File: src/rtl/pwm_medidor.sv
// PWM receiver: measures high time and rise-to-rise period of pwm_in in clk cycles.
// Optional glitch filter enabled by defining PWM_MEDIDOR_GLITCH_FILTER_EN.
module pwm_medidor #(
  parameter int R    = 8,
  parameter int W    = 16,
  parameter int FILT = 3
) (
  input  logic         clk,
  input  logic         reset,
  input  logic         pwm_in,
  output logic [W-1:0] high_time,
  output logic [W-1:0] period,
  output logic         valid,
  output logic         timeout,
  output logic         level
);

  localparam logic [W-1:0] MAX = '1;

  typedef enum logic [1:0] {IDLE, HIGH, LOW} state_t;

  // A nominal generator period (2^R) must fit in the counter, and the filter needs FILT >= 1.
  if (R >= W || FILT < 1) begin : g_bad_config
  end

  logic sync1, s, v1, s_ok;
  logic f, f_ok;
  logic s_d, d_ok;
  logic rise, fall;
  state_t state;
  logic [W-1:0] cnt, hi_lat;

  // The valid bits ride alongside the synchronizer so the first real sample after
  // reset seeds the edge detector instead of looking like a rising edge.
  always_ff @(posedge clk or negedge reset) begin
    if (!reset) begin
      sync1 <= 1'b0;
      s     <= 1'b0;
      v1    <= 1'b0;
      s_ok  <= 1'b0;
    end else begin
      // NOTE: non-blocking assignments make every register sample the pre-edge value, so this chain really is two stages.
      sync1 <= pwm_in;
      s     <= sync1;
      v1    <= 1'b1;
      s_ok  <= v1;
    end
  end

`ifdef PWM_MEDIDOR_GLITCH_FILTER_EN
  localparam int FW = (FILT > 1) ? $clog2(FILT) : 1;
  logic [FW-1:0] fcnt;

  always_ff @(posedge clk or negedge reset) begin
    if (!reset) begin
      f    <= 1'b0;
      f_ok <= 1'b0;
      fcnt <= '0;
    end else begin
      f_ok <= s_ok;
      if (s_ok && !f_ok) begin
        f    <= s;
        fcnt <= '0;
      end else if (s != f) begin
        if (fcnt == FW'(FILT - 1)) begin
          f    <= s;
          fcnt <= '0;
        end else begin
          fcnt <= fcnt + 1'b1;
        end
      end else begin
        fcnt <= '0;
      end
    end
  end
`else
  assign f    = s;
  assign f_ok = s_ok;
`endif

  always_ff @(posedge clk or negedge reset) begin
    if (!reset) begin
      s_d  <= 1'b0;
      d_ok <= 1'b0;
    end else begin
      s_d  <= f;
      d_ok <= f_ok;
    end
  end

  assign rise  = f & ~s_d & d_ok;
  assign fall  = ~f & s_d & d_ok;
  assign level = f;

  always_ff @(posedge clk or negedge reset) begin
    if (!reset) begin
      state     <= IDLE;
      cnt       <= '0;
      hi_lat    <= '0;
      high_time <= '0;
      period    <= '0;
      valid     <= 1'b0;
      timeout   <= 1'b0;
    end else begin
      valid <= 1'b0;
      cnt   <= (cnt == MAX) ? cnt : cnt + 1'b1;
      unique case (state)
        IDLE: begin
          if (rise) begin
            cnt   <= W'(1);
            state <= HIGH;
          end
        end
        HIGH: begin
          if (fall) begin
            hi_lat <= cnt;
            state  <= LOW;
          end else if (cnt == MAX) begin
            timeout <= 1'b1;
            state   <= IDLE;
          end
        end
        LOW: begin
          // An edge on the saturation cycle still yields a measurement of MAX.
          if (rise) begin
            period    <= cnt;
            high_time <= hi_lat;
            valid     <= 1'b1;
            timeout   <= 1'b0;
            cnt       <= W'(1);
            state     <= HIGH;
          end else if (cnt == MAX) begin
            timeout <= 1'b1;
            state   <= IDLE;
          end
        end
        default: state <= IDLE;
      endcase
    end
  end

endmodule

File: config.mk
export PLATFORM = sky130hd
export DESIGN_NAME = pwm_medidor
export DESIGN_NICKNAME = d
export VERILOG_FILES = /design/src/rtl/pwm_medidor.sv
export SDC_FILE = /design/constraint.sdc
export NUM_CORES = 1
export LEC_CHECK = 0
export BUFFER_PORTS_ARGS = -buffer_cell sky130_fd_sc_hd__buf_4
export CAP_MARGIN = 20
export CORE_MARGIN = 8
export CORE_UTILIZATION = 51
export CTS_CLUSTER_SIZE = 10
export DETAILED_ROUTE_END_ITERATION = 10
export PLACE_DENSITY_LB_ADDON = 0.08
export SYNTH_ARGS = -nofsm -noshare
export SYNTH_HDL_FRONTEND = slang
export SYNTH_SLANG_ARGS = --single-unit
File: constraint.sdc
create_clock -name clk -period 1.88 [get_ports clk]
set_input_delay 0.47 -clock clk [delete_from_list [all_inputs] [get_ports clk]]
set_output_delay 0.47 -clock clk [all_outputs]
set_load 0.05 [all_outputs]
======== Word level (Yosys, flattened, before mapping) ========
Index checks and enable logic that the tools add are counted.
word-level totals
  flip-flop bits (word level) ............. 74
  input bits .............................. 3
  output and inout port bits .............. 35
  logic and storage cells ................. 45
cells by class
  add/sub/neg operators ................... 1
  equality and inequality tests ........... 5
  multiplexer cells ....................... 14
  bitwise gates (word level) .............. 6
  reductions and logical operators ........ 6
operator list
  kind                                                 number
  two-way mux 16 bit                                   3
  adder 16 x 1 -> 16 bit, second input constant        1
  equality test 16 bit, second input constant          1
  two-way mux 2 bit                                    4
  one-hot mux 2 bit (3 select lines)                   1
  AND reduction 2 bit                                  3
  two-way mux 1 bit                                    5
  bitwise AND 1 bit                                    4
  inequality test 2 bit, second input constant         2
  equality test 2 x 1 -> 1 bit, second input constant  1
  equality test 2 bit, second input constant           1
  zero test 2 bit                                      1
  inverter 1 bit                                       2
  one-hot mux 1 bit (2 select lines)                   1
  nonzero test 2 bit                                   1
  OR reduction 2 bit                                   1

======== Longest topological paths before layout ========
Gate-level depths: netlist of the first run.
  depth in word-level cells ............... 5
  gate-level depth with buffers ........... 6
  depth with buffers taken out ............ 5

======== Least setup slack after synthesis of the first run ========
No wires, ideal clock.
  kind .................................... reg2reg
  from .................................... reg s, in the netlist level
  to ...................................... reg high_time[0]
  setup time .............................. 0.125 ns
  arrival ................................. 1.676 ns
  required time ........................... 1.755 ns
  path slack .............................. 0.079 ns
  cell stages (with the launch flop) ...... 5
  path buffers ............................ 1
  period minus slack after synthesis ...... 1.801 ns
  cells stage by stage .................... dfrtp_1 and4bb_2 nand2_1 buf_2 mux2_2
on the way
  cells in the longest elaborated chain, start to end .. 3
ends and longest elaborated chain
  what                            RTL line  text
  from (decl)                     26        logic sync1, s, v1, s_ok;
  from (signal assigned)          44        s <= sync1;
  bitwise AND 1 bit (2 in a row)  91        assign rise = f & ~s_d & d_ok;
  AND reduction 2 bit (no line)   -
  to (signal assigned)            127       high_time <= hi_lat;
  to (decl)                       11        output logic [W-1:0] high_time,
No other way between the ends.
A chain may end at the register's enable or synchronous reset.

======== Final worst setup path of the first run ========
  from .................................... reg cnt[0]
  to ...................................... reg cnt[6]
on the way
  cells in the longest elaborated chain, start to end .. 4
  elaborated cells between the ends (all ways) .. 5
  classes of those cells .................. 1 x add/sub; 1 x eq/ne; 3 x mux
ends and longest elaborated chain
  what                                                                   RTL line  text
  from (decl)                                                            31        logic [W-1:0] cnt, hi_lat;
  from (signal assigned)                                                 106       cnt <= (cnt == MAX) ? cnt : cnt + 1'b1;
  adder 16 x 1 -> 16 bit / equality test 16 bit (equally long branches)  106
  two-way mux 16 bit (*)                                                 106
  two-way mux 16 bit                                                     109, 125
  two-way mux 16 bit (*)                                                 -
Mark *: on every way between the ends. The rest lies on a longest branch, timed or not.

==> flow_summary.toml, run 1 <==
[run_status]
outcome = "finished clean"

[route]
routed_wl_mm = 5.63
ant_nets = 0
wl_per_cell_um = 15.9
vias_per_cell = 5.48
drt-initial-drc-count = 87
drtPass1Iterations = 4
drc_errors = 0
vias = 1944

[clock_tree]
clock_latency_ps = 340
cts_buffers = 9
clk_pin_slew_ps = 70
cts_tree = "yes"
cts_buffer_depth = 2
cts_max_level = 3
cts.sinks = 74
cts_root_buf = "clkbuf_8"

[synthesis]
synth_cells = 220
synth_simple_gate_area_share_pct = 10.4
synthAdderAreaFrac_pct = 0.421
synth-xor-area-share_pct = 0.295
yosysMostFrequentCell = "dfrtp_1"
yosysSeqAreaShare_pct = 62.3
syn-cell-area_um2 = 2970
synthTopCellsByCount = "dfrtp_1, mux2_2, nand2_1, a21oi_1, o21ai_0"
ys_warn_count = 0
synth_cell_types = 38
synthFlopType = "dfrtp_1"
ys_top_cells_by_area = "dfrtp_1, mux2_2, nand2_1"
synth-edff-count = 0
synth_top_family_by_area = "multiplexers"
yosysTopAreaCell = "dfrtp_1"
synth.ff_latch_count = 74
synth_top_area_share_pct = 62.3
synth_compound_area_share_pct = 6.82
muxShareOfSynthArea_pct = 17.4
avgSynthCellArea_um2 = 13.5
async_reset_ff_share_pct = 100
synth_fp_nets = 224

[floorplanning]
core-area_um2 = 5780
die_area_um2 = 8520
die_h_um = 92.3
pin_count = 38
initial_core_util_pct = 51.4
fp-row-count = 28
die_w_um = 92.3

[global_routing]
grt_pass1_wl_mm = 9.91
grt_max_degree = 59
antenna_found_initial = 0
grt_pass1_vias = 2093
overflow = 0
grt.total_usage_pct = 14.8

[sta]
setup_viol = 0
worst_slack_ps = 79.0
min_period_ps = 1800
tns_ps = 0
hold_viol_final = 0
rsz0062_at_grt = "false"
slew_violations = 0
max_freq_ghz = 0.555
finalCritPeriodShare_pct = 95.8
skew_ps = 6.71

[critical_path]
startpoint = "cnt[0]$_DFF_PN0_"
critPathMaxStageDelay_ps = 470
cp-start-kind = "register"
crit_buf_inv = 0
rr_endpoint = "cnt[6]$_DFF_PN0_"
cp.required_ps = 2150
crit_end = "cnt[6]$_DFF_PN0_"
rrSetupSlack_ps = 80
path_depth = 5
crit_chain = "ha_1, and4_2, and4_2, or3_2, a21oi_1"
critPathKind = "reg -> reg"
crit_slowest_cell = "or3_2"
crit-reg2reg-launch = "cnt[0]$_DFF_PN0_"
critPathMaxFanout = 14
crit_family = "simple AND/OR/NAND/NOR gates"
path_common_cell = "and4_2"
worstPathArrival_ps = 2070
reg2reg_depth = 5
end_kind = "register"

[cells_and_area]
n_antenna_cell = 0
area_growth_pct = 23.5
nNetsFinal = 279
drive_above_1_share_pct = 43.9
fin_util_pct = 63.5
finish.instance_area_um2 = 3670

[min_path]
min_path_type = "in -> reg"

[power]
p_leak_nw = 1.84
power.density_nw_per_um2 = 1200
ir_drop_v = 0.000759

[placed_design]
routabilityCongestion = 0.865
place_area_um2 = 3410
io_buffers = 37
dp_hpwl_mm = 3.91
place_ws_ps = 93.8

[run]
max-cap-violations = 0
-- report_power, final --
group	leakage, nW	internal, mW	switching, mW	total (mW)
sequential	0.998	1.81	0.177	1.99
clock	0.129	0.950	0.570	1.52
combinational	0.713	0.360	0.522	0.882
total	1.84	3.12	1.27	4.39
-- worst min-delay path by stage --
| stage | start | end | slack, ps | depth (start not counted) |
|---|---|---|---|---|
| after CTS | pwm_in | sync1$_DFF_PN0_ | 220 | 1 |
| after global routing | pwm_in | sync1$_DFF_PN0_ | 220 | 1 |
| after global placement | sync1$_DFF_PN0_ | level$_DFF_PN0_ | 330 | 0 |
| after detailed placement | sync1$_DFF_PN0_ | level$_DFF_PN0_ | 340 | 0 |
| after floorplan | reset | cnt[0]$_DFF_PN0_ | 170 | 0 |
| final | pwm_in | sync1$_DFF_PN0_ | 240 | 1 |
-- stage by stage --
step	power, mW	hold slack [ps]	cells
after CTS	4.45	217	355
after floorplan	2.58	174	220
final	4.39	236	355
after detailed placement	2.92	336	338
after global routing	4.60	215	355
after global placement	2.89	332	338
-- metal layers --
metal | vias up | track usage [%] | wire length [um]
met2 | 38 | 23.6 | 2780
met3 | 12 | 5.10 | 281
li1 | 920 | - | -
met4 | 0 | 7.38 | 122
met1 | 974 | 17.5 | 2450
met5 | - | 0 | 0
-- state kept, by name (all words and copies together) (netlist names) --
| name | cells |
|---|---|
| state | 2 |
| high_time | 16 |
| timeout | 1 |
| period | 16 |
| sync1 | 1 |
| level | 1 |
| valid | 1 |
| hi_lat | 16 |
| d_ok | 1 |
| f_ok | 1 |
| cnt | 16 |
| s_d | 1 |
| v1 | 1 |
-- area by class of cell --
class                      count  area, um^2
sequential                    74        1850
multi-input combinational    135        1060
inverter                       3        11.3
timing repair buffer          52         405
clock buffer                  11         151
clock inverter                 5         100
fill                         477        2110
tap                           75        93.8
-- cells in the final DEF, fill, tap and decap left out, types with 2 or more instances in the layout --
cell and count:
o31ai_1 3, a21oi_1 9, o211ai_1 3, nand4_1 4, nand2_1 17, dfrtp_1 74
nor2_1 2, and4_2 2, nand3_1 3, clkbuf_8 11, clkinv_2 2, mux2_2 46
nor3_1 4, o21ai_0 8, bufinv_16 3, or3_2 2, or4_1 4, a31oi_1 6
or3_1 3, nor4_1 2, nor2b_1 2, inv_1 3, buf_4 50
-- timing repair --
item / 4_1_cts / 5_1_grt
hold endpoints to repair: 16 / 0
setup buffers: 0 / 0
hold buffers: 1 / 0
gates resized for setup: 0 / 0
-- cells by family (layout without fill, tap and decap cells) --
family,count (synthesis),in the layout
DFF,74,74
buffers and inverters,11,71
adders and majority gates,1,1
xor gates and xnor gates,1,1
AOI/OAI and AO/OA,33,33
other,1,1
muxes,46,46
and+or+nand+nor,53,53
-- worst reg2reg max path, cell delays in order, from the launching register on --
cell and delay [ps]:
dfrtp_1 380, ha_1 210, and4_2 210, and4_2 310, or3_2 470, a21oi_1 150
Note: power is estimated with default switching activity, not from simulation.
==> run 2, diff against run 1 <==
--- a/config.mk
+++ b/config.mk
@@ -5,10 +5,11 @@
 export SDC_FILE = /design/constraint.sdc
 export NUM_CORES = 1
 export LEC_CHECK = 0
+export ABC_CLOCK_PERIOD_IN_PS = 2300
 export BUFFER_PORTS_ARGS = -buffer_cell sky130_fd_sc_hd__buf_4
 export CAP_MARGIN = 20
 export CORE_MARGIN = 8
-export CORE_UTILIZATION = 51
+export CORE_UTILIZATION = 60
 export CTS_CLUSTER_SIZE = 10
 export DETAILED_ROUTE_END_ITERATION = 10
 export PLACE_DENSITY_LB_ADDON = 0.08
==> constraint.sdc (replaced) <==
create_clock -name clk -period 2.3 [get_ports clk]
set_input_delay 0.575 -clock clk [delete_from_list [all_inputs] [get_ports clk]]
set_output_delay 0.575 -clock clk [all_outputs]
set_load 0.05 [all_outputs]
==> run 2 against run 1 <==
  * Clock skew shrank 2.1 ps
  * Die area shrank 12%
  * Maximum frequency shrank 8.2%
  * Via count shrank 2.2%
  * Power shrank 23%
  * Wire length shrank 3.2%
  * Sequential share of layout area grew 1.8 points
  * First-iteration DRC count grew 31%
  * Clock power shrank 28%
==> flow_summary.toml, run 2 (synthesized netlist as in run 1, its figures left out) <==
[cells_and_area]
nNetsFinal = 268
final_common_cell = "dfrtp_1"
fin_util_pct = 74.5
multiInputGateArea_um2 = 1060
area_growth_pct = 19.2
register_area_um2 = 1850
fillers = 338
layout_common_cells = "dfrtp_1, mux2_2, buf_4, nand2_1, clkbuf_8"
n_antenna_cell = 0
drive_above_1_share_pct = 42.0

[global_routing]
grt_pass1_wl_mm = 9.08
grt_pass1_vias = 1886
overflow = 0
grt.total_usage_pct = 15.6
grt_max_degree = 36
antenna_found_initial = 0

[critical_path]
cp.required_ps = 2570
rr_endpoint = "cnt[6]$_DFF_PN0_"
critPathKind = "reg -> reg"
rrSetupSlack_ps = 340
crit-reg2reg-launch = "cnt[0]$_DFF_PN0_"
end_kind = "register"
worstPathArrival_ps = 2230
critPathMaxFanout = 14
reg2reg_depth = 5
cp-start-kind = "register"

[route]
drt-initial-drc-count = 114
routed_wl_mm = 5.45
vias = 1902
drtPass1Iterations = 4
ant_nets = 0
vias_per_cell = 5.66
drc_errors = 0
wl_per_cell_um = 16.2

[power]
p_leak_nw = 1.77
power.switching_mw = 1.02
pwr-share-comb_pct = 19.3
power.density_nw_per_um2 = 960
power.share.sequential_pct = 48.8
internal_power_mw = 2.37
clkPwrFrac_pct = 32.0
p_total_mw = 3.40
swShare_pct = 30.1
ir_drop_v = 0.000726

[floorplanning]
fp-row-count = 25
initial_core_util_pct = 62.5
die_h_um = 86.4
pin_count = 38
core-area_um2 = 4750
die_w_um = 86.4
die_area_um2 = 7460

[clock_tree]
cts_buffers = 9
cts_buffer_depth = 2
cts.sinks = 74
post-cts-setup-buffer-count = 0
cts_root_buf = "clkbuf_8"
clk_pin_slew_ps = 70
ctsHoldBuffers = 0
clock_latency_ps = 340
cts_max_level = 3
cts.repair.resized = 0
cts_tree = "yes"

[sta]
tns_ps = 0
min_period_ps = 1960
max_freq_ghz = 0.510
setup_viol = 0
hold_viol_final = 0
skew_ps = 4.58
rsz0062_at_grt = "false"
finalCritPeriodShare_pct = 85.3
slew_violations = 0

[run]
max-cap-violations = 0

[run_status]
outcome = "finished clean"

[placed_design]
dp_hpwl_mm = 3.71
routabilityCongestion = 0.821
io_buffers = 37

[min_path]
min_path_type = "in -> async"
## run 2: area by class of cell
type / instances / area share, %
clock buffers: 10 / 3.89
clock inverters: 6 / 2.26
inverters: 3 / 0.318
multi-input cells: 135 / 29.8
flip-flops and latches: 74 / 52.3
well taps: 67 / 2.37
repair buffers: 41 / 9.05
## run 2: per-stage QoR
stage / hold WS, ps / setup WS, ps / area [um^2] / cells
floorplan: 279 / 499 / 2970 / 220
global placement: 334 / 409 / 3320 / 320
detailed placement: 340 / 362 / 3320 / 320
CTS: 186 / 343 / 3540 / 336
global route: 215 / 245 / 3540 / 336
finish: 169 / 338 / 3540 / 336
## run 2: per-layer routing
layer | GRT usage (%) | wire [um]
met4 | 7.51 | 92
met3 | 4.73 | 293
met1 | 18.9 | 2410
met5 | 0 | 0
met2 | 24.9 | 2650
## run 2: worst max-delay path, cell delays in order, from the launching register on
cell and delay [ps]:
dfrtp_1 440, ha_1 270, and4_2 250, and4_2 320, or3_2 460, a21oi_1 150
## run 2: power groups by stage
stage          registers [mW]  clock network (mW)  logic, mW
2_1_floorplan            1.84                   0      0.272
3_3_place_gp             1.68                   0      0.650
3_5_place_dp             1.68                   0      0.663
4_1_cts                  1.66                1.11      0.665
5_1_grt                  1.69                1.16      0.708
6_report                 1.66                1.09      0.655
## run 2: worst max-delay path by stage
stage	from	to	slack, ps
after floorplan	level$_DFF_PN0_	high_time[0]$_DFFE_PN0P_	500
after global placement	cnt[0]$_DFF_PN0_	cnt[6]$_DFF_PN0_	410
after detailed placement	cnt[0]$_DFF_PN0_	cnt[6]$_DFF_PN0_	360
after CTS	cnt[0]$_DFF_PN0_	cnt[6]$_DFF_PN0_	340
after global routing	cnt[0]$_DFF_PN0_	cnt[6]$_DFF_PN0_	250
final	cnt[0]$_DFF_PN0_	cnt[6]$_DFF_PN0_	340
